$ cat config.mk
export PLATFORM = sky130hd
export DESIGN_NAME = md_sched_flat
export DESIGN_NICKNAME = d
export VERILOG_FILES = /design/src/rtl/md_sched_if.sv /design/src/rtl/md_sched.sv /design/src/flat_wrapper.sv
export SDC_FILE = /design/constraint.sdc
export NUM_CORES = 1
export LEC_CHECK = 0
export BUFFER_PORTS_ARGS = -buffer_cell sky130_fd_sc_hd__buf_2
export CORE_MARGIN = 3
export CORE_UTILIZATION = 32
export CTS_BUF_LIST = sky130_fd_sc_hd__clkbuf_8 sky130_fd_sc_hd__clkbuf_16
export DETAILED_ROUTE_END_ITERATION = 10
export PLACE_DENSITY = 0.56
export REMOVE_ABC_BUFFERS = 1
export SYNTH_ARGS = -nofsm -noshare
export SYNTH_HDL_FRONTEND = slang
export SYNTH_SLANG_ARGS = --single-unit
$ cat constraint.sdc
create_clock -name clk -period 2.3 [get_ports clk]
set_input_delay 0.23 -clock clk [delete_from_list [all_inputs] [get_ports clk]]
set_output_delay 0.23 -clock clk [all_outputs]
set_load 0.01 [all_outputs]
$ cat src/rtl/md_sched_if.sv
// Bundle between the E/D pipeline stages and the HI/LO multiply/divide sequencer.
interface md_sched_if;
    logic        e_valid;
    logic [3:0]  e_md_op;
    logic [31:0] e_a;
    logic [31:0] e_b;
    logic        d_md_use;
    logic [3:0]  md_op;
    logic [31:0] md_a;
    logic [31:0] md_b;
    logic        md_start;
    logic        md_busy;
    logic        d_stall;
    logic        hilo_commit;
    logic        hi_we;
    logic        lo_we;
    logic        proto_err;

    // Pipeline side: issues ops, consumes stall/commit strobes.
    modport master (
        output e_valid, e_md_op, e_a, e_b, d_md_use,
        input  md_op, md_a, md_b, md_start, md_busy, d_stall, hilo_commit, hi_we, lo_we,
               proto_err
    );

    // Sequencer side.
    modport slave (
        input  e_valid, e_md_op, e_a, e_b, d_md_use,
        output md_op, md_a, md_b, md_start, md_busy, d_stall, hilo_commit, hi_we, lo_we,
               proto_err
    );
endinterface

$ cat src/rtl/md_sched.sv
// Issue/hazard sequencer for the HI/LO multiply/divide unit: latches the op and
// operands, counts the fixed latency, stalls D for HI/LO-class instructions and
// pulses the HI/LO commit on the last busy cycle.
module md_sched #(
    parameter int unsigned MULT_LAT = 5,
    parameter int unsigned DIV_LAT  = 10,
    parameter int unsigned CNT_W    = $clog2(DIV_LAT + 1)
) (
    input  logic      clk,
    input  logic      reset,
    md_sched_if.slave bus
);

    localparam logic [3:0] OpNone  = 4'd0;
    localparam logic [3:0] OpMult  = 4'd1;
    localparam logic [3:0] OpMultu = 4'd2;
    localparam logic [3:0] OpDiv   = 4'd3;
    localparam logic [3:0] OpDivu  = 4'd4;
    localparam logic [3:0] OpMthi  = 4'd5;
    localparam logic [3:0] OpMtlo  = 4'd6;

    localparam logic [CNT_W-1:0] MultCnt = CNT_W'(MULT_LAT);
    localparam logic [CNT_W-1:0] DivCnt  = CNT_W'(DIV_LAT);
    localparam logic [CNT_W-1:0] CntOne  = CNT_W'(1);

    typedef enum logic {StIdle, StRun} state_e;

    state_e            state_q, state_d;
    logic [CNT_W-1:0]  cnt_q, cnt_d;
    logic [3:0]        op_q, op_d;
    logic [31:0]       a_q, a_d;
    logic [31:0]       b_q, b_d;
    logic              err_q, err_d;
    logic              start, commit, hi_wr, lo_wr;
    logic              is_mul, is_div, is_mt;

    assign is_mul = (bus.e_md_op == OpMult) || (bus.e_md_op == OpMultu);
    assign is_div = (bus.e_md_op == OpDiv) || (bus.e_md_op == OpDivu);
    assign is_mt  = (bus.e_md_op == OpMthi) || (bus.e_md_op == OpMtlo);

    // Next-state: issue in IDLE, count down in RUN, flag ops that arrive while busy.
    always_comb begin
        state_d = state_q;
        cnt_d   = cnt_q;
        op_d    = op_q;
        a_d     = a_q;
        b_d     = b_q;
        err_d   = err_q;
        start   = 1'b0;
        commit  = 1'b0;
        hi_wr   = 1'b0;
        lo_wr   = 1'b0;
        unique case (state_q)
            StIdle: begin
                if (bus.e_valid && (is_mul || is_div)) begin
                    start   = 1'b1;
                    op_d    = bus.e_md_op;
                    a_d     = bus.e_a;
                    b_d     = bus.e_b;
                    cnt_d   = is_div ? DivCnt : MultCnt;
                    state_d = StRun;
                end else if (bus.e_valid && (bus.e_md_op == OpMthi)) begin
                    hi_wr = 1'b1;
                end else if (bus.e_valid && (bus.e_md_op == OpMtlo)) begin
                    lo_wr = 1'b1;
                end
            end
            StRun: begin
                cnt_d = cnt_q - CntOne;
                if (cnt_q == CntOne) begin
                    commit  = 1'b1;
                    op_d    = OpNone;
                    state_d = StIdle;
                end
                // Op is dropped; only the sticky flag records it.
                if (bus.e_valid && (is_mul || is_div || is_mt)) begin
                    err_d = 1'b1;
                end
            end
            default: state_d = StIdle;
        endcase
    end

    // State and latched operands; reset abandons any run without a commit.
    always_ff @(posedge clk or posedge reset) begin
        if (reset) begin
            state_q <= StIdle;
            cnt_q   <= '0;
            op_q    <= OpNone;
            a_q     <= '0;
            b_q     <= '0;
            err_q   <= 1'b0;
        end else begin
            state_q <= state_d;
            cnt_q   <= cnt_d;
            op_q    <= op_d;
            a_q     <= a_d;
            b_q     <= b_d;
            err_q   <= err_d;
        end
    end

    // Combinational strobes are forced low while reset is asserted.
    assign bus.md_start    = start & ~reset;
    assign bus.hilo_commit = commit & ~reset;
    assign bus.hi_we       = hi_wr & ~reset;
    assign bus.lo_we       = lo_wr & ~reset;
    assign bus.md_busy     = (state_q == StRun);
    assign bus.d_stall     = bus.d_md_use & (bus.md_busy | bus.md_start);
    assign bus.md_op       = op_q;
    assign bus.md_a        = a_q;
    assign bus.md_b        = b_q;
    assign bus.proto_err   = err_q;

endmodule

$ cat src/flat_wrapper.sv
// flat-port wrapper written by rule: the top's interface ports become plain ports
module md_sched_flat 
#(
    parameter int unsigned MULT_LAT = 5,
    parameter int unsigned DIV_LAT  = 10,
    parameter int unsigned CNT_W    = $clog2(DIV_LAT + 1)
)
  (clk, reset, bus_e_valid, bus_e_md_op, bus_e_a, bus_e_b, bus_d_md_use, bus_md_op, bus_md_a, bus_md_b, bus_md_start, bus_md_busy, bus_d_stall, bus_hilo_commit, bus_hi_we, bus_lo_we, bus_proto_err);
  md_sched_if bus_i ();
  input  logic clk;
  input  logic reset;
  input wire logic [$bits(bus_i.e_valid)-1:0] bus_e_valid;
  input wire logic [$bits(bus_i.e_md_op)-1:0] bus_e_md_op;
  input wire logic [$bits(bus_i.e_a)-1:0] bus_e_a;
  input wire logic [$bits(bus_i.e_b)-1:0] bus_e_b;
  input wire logic [$bits(bus_i.d_md_use)-1:0] bus_d_md_use;
  output wire logic [$bits(bus_i.md_op)-1:0] bus_md_op;
  output wire logic [$bits(bus_i.md_a)-1:0] bus_md_a;
  output wire logic [$bits(bus_i.md_b)-1:0] bus_md_b;
  output wire logic [$bits(bus_i.md_start)-1:0] bus_md_start;
  output wire logic [$bits(bus_i.md_busy)-1:0] bus_md_busy;
  output wire logic [$bits(bus_i.d_stall)-1:0] bus_d_stall;
  output wire logic [$bits(bus_i.hilo_commit)-1:0] bus_hilo_commit;
  output wire logic [$bits(bus_i.hi_we)-1:0] bus_hi_we;
  output wire logic [$bits(bus_i.lo_we)-1:0] bus_lo_we;
  output wire logic [$bits(bus_i.proto_err)-1:0] bus_proto_err;
  assign bus_i.e_valid = bus_e_valid;
  assign bus_i.e_md_op = bus_e_md_op;
  assign bus_i.e_a = bus_e_a;
  assign bus_i.e_b = bus_e_b;
  assign bus_i.d_md_use = bus_d_md_use;
  assign bus_md_op = bus_i.md_op;
  assign bus_md_a = bus_i.md_a;
  assign bus_md_b = bus_i.md_b;
  assign bus_md_start = bus_i.md_start;
  assign bus_md_busy = bus_i.md_busy;
  assign bus_d_stall = bus_i.d_stall;
  assign bus_hilo_commit = bus_i.hilo_commit;
  assign bus_hi_we = bus_i.hi_we;
  assign bus_lo_we = bus_i.lo_we;
  assign bus_proto_err = bus_i.proto_err;
  md_sched #(.MULT_LAT(MULT_LAT), .DIV_LAT(DIV_LAT), .CNT_W(CNT_W)) u_core (.clk(clk), .reset(reset), .bus(bus_i));
endmodule
# [Word-level counts from Yosys, hierarchy flattened]
# Index checks and enable logic that the tools add are counted.
[classes] n_eq_ne=9 bitwise=8 muxes=19 n_reduce_logical=12 n_addsub=1
[op_table] operator="$mux 4" count=4
[op_table] operator="$pmux 4 s2" count=2
[op_table] operator="$eq 4x3->1 const B" count=3
[op_table] operator="$mux 1" count=12
[op_table] operator="$eq 4x1->1 const B" count=2
[op_table] operator="$eq 4x2->1 const B" count=2
[op_table] operator="$reduce_and 2->1" count=3
[op_table] operator="$and 1x1->1" count=5
[op_table] operator="$logic_or 1x1->1" count=5
[op_table] operator="$logic_and 1x1->1" count=4
[op_table] operator="$sub 4x1->4 const B" count=1
[op_table] operator="$ne 2x1->1 const B" count=1
[op_table] operator="$ne 2x2->1 const B" count=1
[op_table] operator="$not 1->1" count=2
[op_table] operator="$pmux 1 s2" count=1
[op_table] operator="$or 1x1->1" count=1
[totals] in_bits=72 word_cells=55 reg_bits=74 output_inout_bits=75

# [Logic depth before layout (Yosys ltp)]
[logic_depth] depth_word=9 depth_mapped=5 depth_no_buf=5

# [Least setup slack after synthesis]
# No wires, ideal clock.
[synth_timing] kind="input port to output port" startpoint="input port reset" endpoint="output port bus_d_stall" t_arrival_ns=2.201 n_path_buf=0 slack_ns=-0.131 required_time_ns=2.070 stages=3 path_cell_list="inv_1 nand2_1 o21ai_0"
[synth_between] elab_chain_len=4
[synth_rtl] element="start, declared" line_no="flat_wrapper.sv:11" text="input logic reset;"
[synth_rtl] element="$not 1->1" line_no="md_sched.sv:104" text="assign bus.md_start = start & ~reset;"
[synth_rtl] element="$and 1x1->1" line_no="md_sched.sv:104"
[synth_rtl] element="$or 1x1->1" line_no="md_sched.sv:109" text="assign bus.d_stall = bus.d_md_use & (bus.md_busy | bus.md_start);"
[synth_rtl] element="$and 1x1->1" line_no="md_sched.sv:109"
[synth_rtl] element="end, declared" line_no="flat_wrapper.sv:22" text="output wire logic [$bits(bus_i.d_stall)-1:0] bus_d_stall;"
# No other way between the ends.

# [Final worst setup path]
[layout_timing] startpoint="register u_core.state_q (netlist: u_core.bus.md_busy)" endpoint="output port bus_hi_we"
[layout_between] elab_chain_len=2
[layout_rtl] element="start, declared" line_no="md_sched.sv:28" text="state_e state_q, state_d;"
[layout_rtl] element="start signal, assigned" line_no="md_sched.sv:87" text="state_q <= StIdle;"
[layout_rtl] element="start signal, assigned" line_no="md_sched.sv:94" text="state_q <= state_d;"
[layout_rtl] element="$mux 1" line_no="md_sched.sv:53" text="unique case (state_q)"
[layout_rtl] element="$and 1x1->1" line_no="md_sched.sv:106" text="assign bus.hi_we = hi_wr & ~reset;"
[layout_rtl] element="end, declared" line_no="flat_wrapper.sv:24" text="output wire logic [$bits(bus_i.hi_we)-1:0] bus_hi_we;"
# No other way between the ends.

==> metrics.cfg <==
[layout]
drive_above_1_share = 0.666
area_delta_synth_final_pct = 30.2
seqCellArea_um2 = 1850
multiInputGateArea_um2 = 1310
diodes = 0
nFillCells = 941
nNetsFinal = 423

[setup_path]
cp-end-kind = primary output
path_buf_inv = 2
cp-start-kind = register
cpMaxStageDelayCell = or3b_2
crit_fanout = 13
arrival_ns = 1.89
critical_path_class = reg -> out
path_cells = buf_4, or3b_2, nor4b_1, buf_2
cp_slowest_stage_delay_ns = 0.51
cp.required_ns = 2.07
crit_family = simple AND/OR/NAND/NOR gates

[synth]
synth-async-reset-ratio = 1.00
synth_cells = 198
synthDistinctLibCells = 39
syn_area_um2 = 3340
yosys_register_bits = 74
seq_area_frac_synth = 0.555
avgSynthCellArea_um2 = 16.8
synth-edff-count = 0
ys.flop_type = dfrtp_1
yosys_warnings = 0

[routing]
route.met3.wl_um = 527
drt-total-wl_um = 6900
firstDrtPassIters = 4
m1WireLength_um = 2980
routed_via_density = 4.31
final_antenna_net_count = 0
drt_iter0_drc = 80
met2_length_um = 3370
vias = 2095
route.detailed.drc = 0
wire_per_inst_um = 14.2
top_layer = met4

[sta]
finalCriticalPeriod_ns = 2.12
setup_violations = 0
fmax_ghz = 0.472
grt_setup_unrepaired = no
hold_violations = 7
finalCritPeriodShare = 0.921
totalNegativeSetupSlack_ns = 0
maxSlewHeadroom = 0.673
fin_ws_ns = 0.181
slew_viol_final = 0
hold_ws_ns = -0.0242
skew_ns = 0.00902
worst_pin_slew_ns = 0.488

[global_route]
grt_max_degree = 75
grt_use_total = 0.120
grt_pass1_wl_um = 10900
grt_pass1_vias = 2133
antenna_found_initial = 0
gr-total-overflow = 0

[power_and_ir_drop]
p_leak_nw = 2.39
p_per_area_nw_per_um2 = 1290
peakVddDrop_v = 0.000504

[clock_tree]
cts_tree = yes
cts_setup_buffers = 0
post_cts_resized = 0
insertion_delay_ns = 0.34
cts_max_path_buffers = 2
cts_made_buffers = 9
cts.sinks = 74
root_buffer = clkbuf_8
cts_hold_buf = 0
h-tree-depth = 3
clkTransAtPathRegs_ns = 0.08

[placed_design]
place_congestion = 0.722
io_buffers = 146
post-place-ws_ns = 0.484
dp_hpwl_um = 4860

[status]
status = finished, violations left
failed_checks = hold timing

[die]
core.rowCount = 36
die_y_um = 108
die_x_um = 108
initial_core_util = 0.335
dieArea_um2 = 11700
design.core.area_um2 = 9950
io_pins = 147

[min_path]
hold_class = in -> async

[job]
max_cap_violations = 0

-- path summary, 6_finish.rpt --
kind                                      startpoint                    to  slack (ns)  cells after the start
worst max-delay path              u_core.bus.md_busy             bus_hi_we        0.18                      4
worst min-delay path                           reset   u_core.bus.md_b[17]       -0.02                      3
worst max register to register    u_core.bus.md_busy   u_core.bus.md_b[12]        0.61                      4
worst min register to register  u_core.bus.proto_err  u_core.bus.proto_err        0.48                      1
max in group asynchronous                      reset   u_core.bus.md_a[13]        1.97                      3
min in group clk                         bus_e_a[27]   u_core.bus.md_a[27]        0.11                      2
-- worst register-to-register path: cells and delay by family (launching register included) --
| family | cells | cell delay (ns) |
|---|---|---|
| simple gates | 2 | 0.58 |
| flops | 1 | 0.39 |
| mux | 1 | 0.35 |
| buf+inv | 1 | 0.27 |
-- state kept, by name, indices dropped and copies added, names as in the netlist --
| signal | cells |
|---|---|
| u_core.bus.md_a | 32 |
| u_core.bus.md_b | 32 |
| u_core.bus.md_op | 4 |
| u_core.cnt_q | 4 |
| u_core.bus.md_busy | 1 |
| u_core.bus.proto_err | 1 |
-- where the power goes --
group | leakage, nW | internal [mW] | switching [mW]
Clock | 0.105 | 0.599 | 0.475
Combinational | 1.39 | 1.33 | 0.907
Sequential | 0.895 | 1.93 | 0.354
Total | 2.39 | 3.86 | 1.74
-- cell families (layout without fill, tap and decap cells) --
group,Yosys count,after routing,synth area share
flip-flops,74,74,0.555
XOR/XNOR,1,1,0.00263
AO/OA/AOI/OAI,12,12,0.0278
multiplexers,67,67,0.296
AND/OR/NAND/NOR,29,29,0.0581
buffers and inverters,13,168,0.0529
adder cells (fa/ha/maj),2,2,0.00750
-- layer usage --
layer,up-vias,GRT usage
li1,1003,-
met1,1016,0.148
met3,2,0.0490
met2,74,0.196
met4,0,0.0298
met5,-,0
-- Yosys cell counts (2+ instances only) --
cell	n	area, um^2
nand2b_1	3	18.8
nor2b_1	2	12.5
mux2i_1	3	30.0
nor2_1	2	7.51
buf_12	6	120
or2b_1	2	15.0
nand2_1	7	26.3
a221oi_1	2	17.5
inv_1	3	11.3
ha_1	2	25.0
dfrtp_1	74	1850
and3_1	2	12.5
mux2_4	63	946
buf_8	2	30.0
-- placed cells by master (no fill, tap or decap), types with 2 or more instances in the layout --
cell type  count
clkinv_2       4
a221oi_1       2
mux2i_1        3
inv_1          2
ha_1           2
bufinv_16      2
nand2_1        7
nor2b_1        2
or2b_1         2
dfrtp_1       74
and3_1         2
nor2_1         2
mux2_4        63
clkbuf_8       9
buf_2        146
buf_12         3
nand2b_1       3
-- per-stage QoR --
stage                     std cells  hold slack, ns  total power, mW  area, um^2   util
final                           486         -0.0242             5.60        4340  0.436
after global placement          471           0.380             4.54        4140  0.416
after CTS                       486      0.00000200             5.71        4340  0.436
after detailed placement        471           0.382             4.58        4140  0.416
after floorplan                 188           0.377             3.68        3170      -
after global routing            486         0.00295             5.99        4340  0.436
-- layout make-up --
| class | instances | area share |
|---|---|---|
| Tap cell | 133 | 0.0383 |
| Clock buffer | 9 | 0.0285 |
| Clock inverter | 6 | 0.0190 |
| Inverter | 3 | 0.00288 |
| Sequential cell | 74 | 0.426 |
| Multi-Input combinational cell | 111 | 0.301 |
| Timing Repair Buffer | 150 | 0.184 |
(Power assumes the default switching activity.)
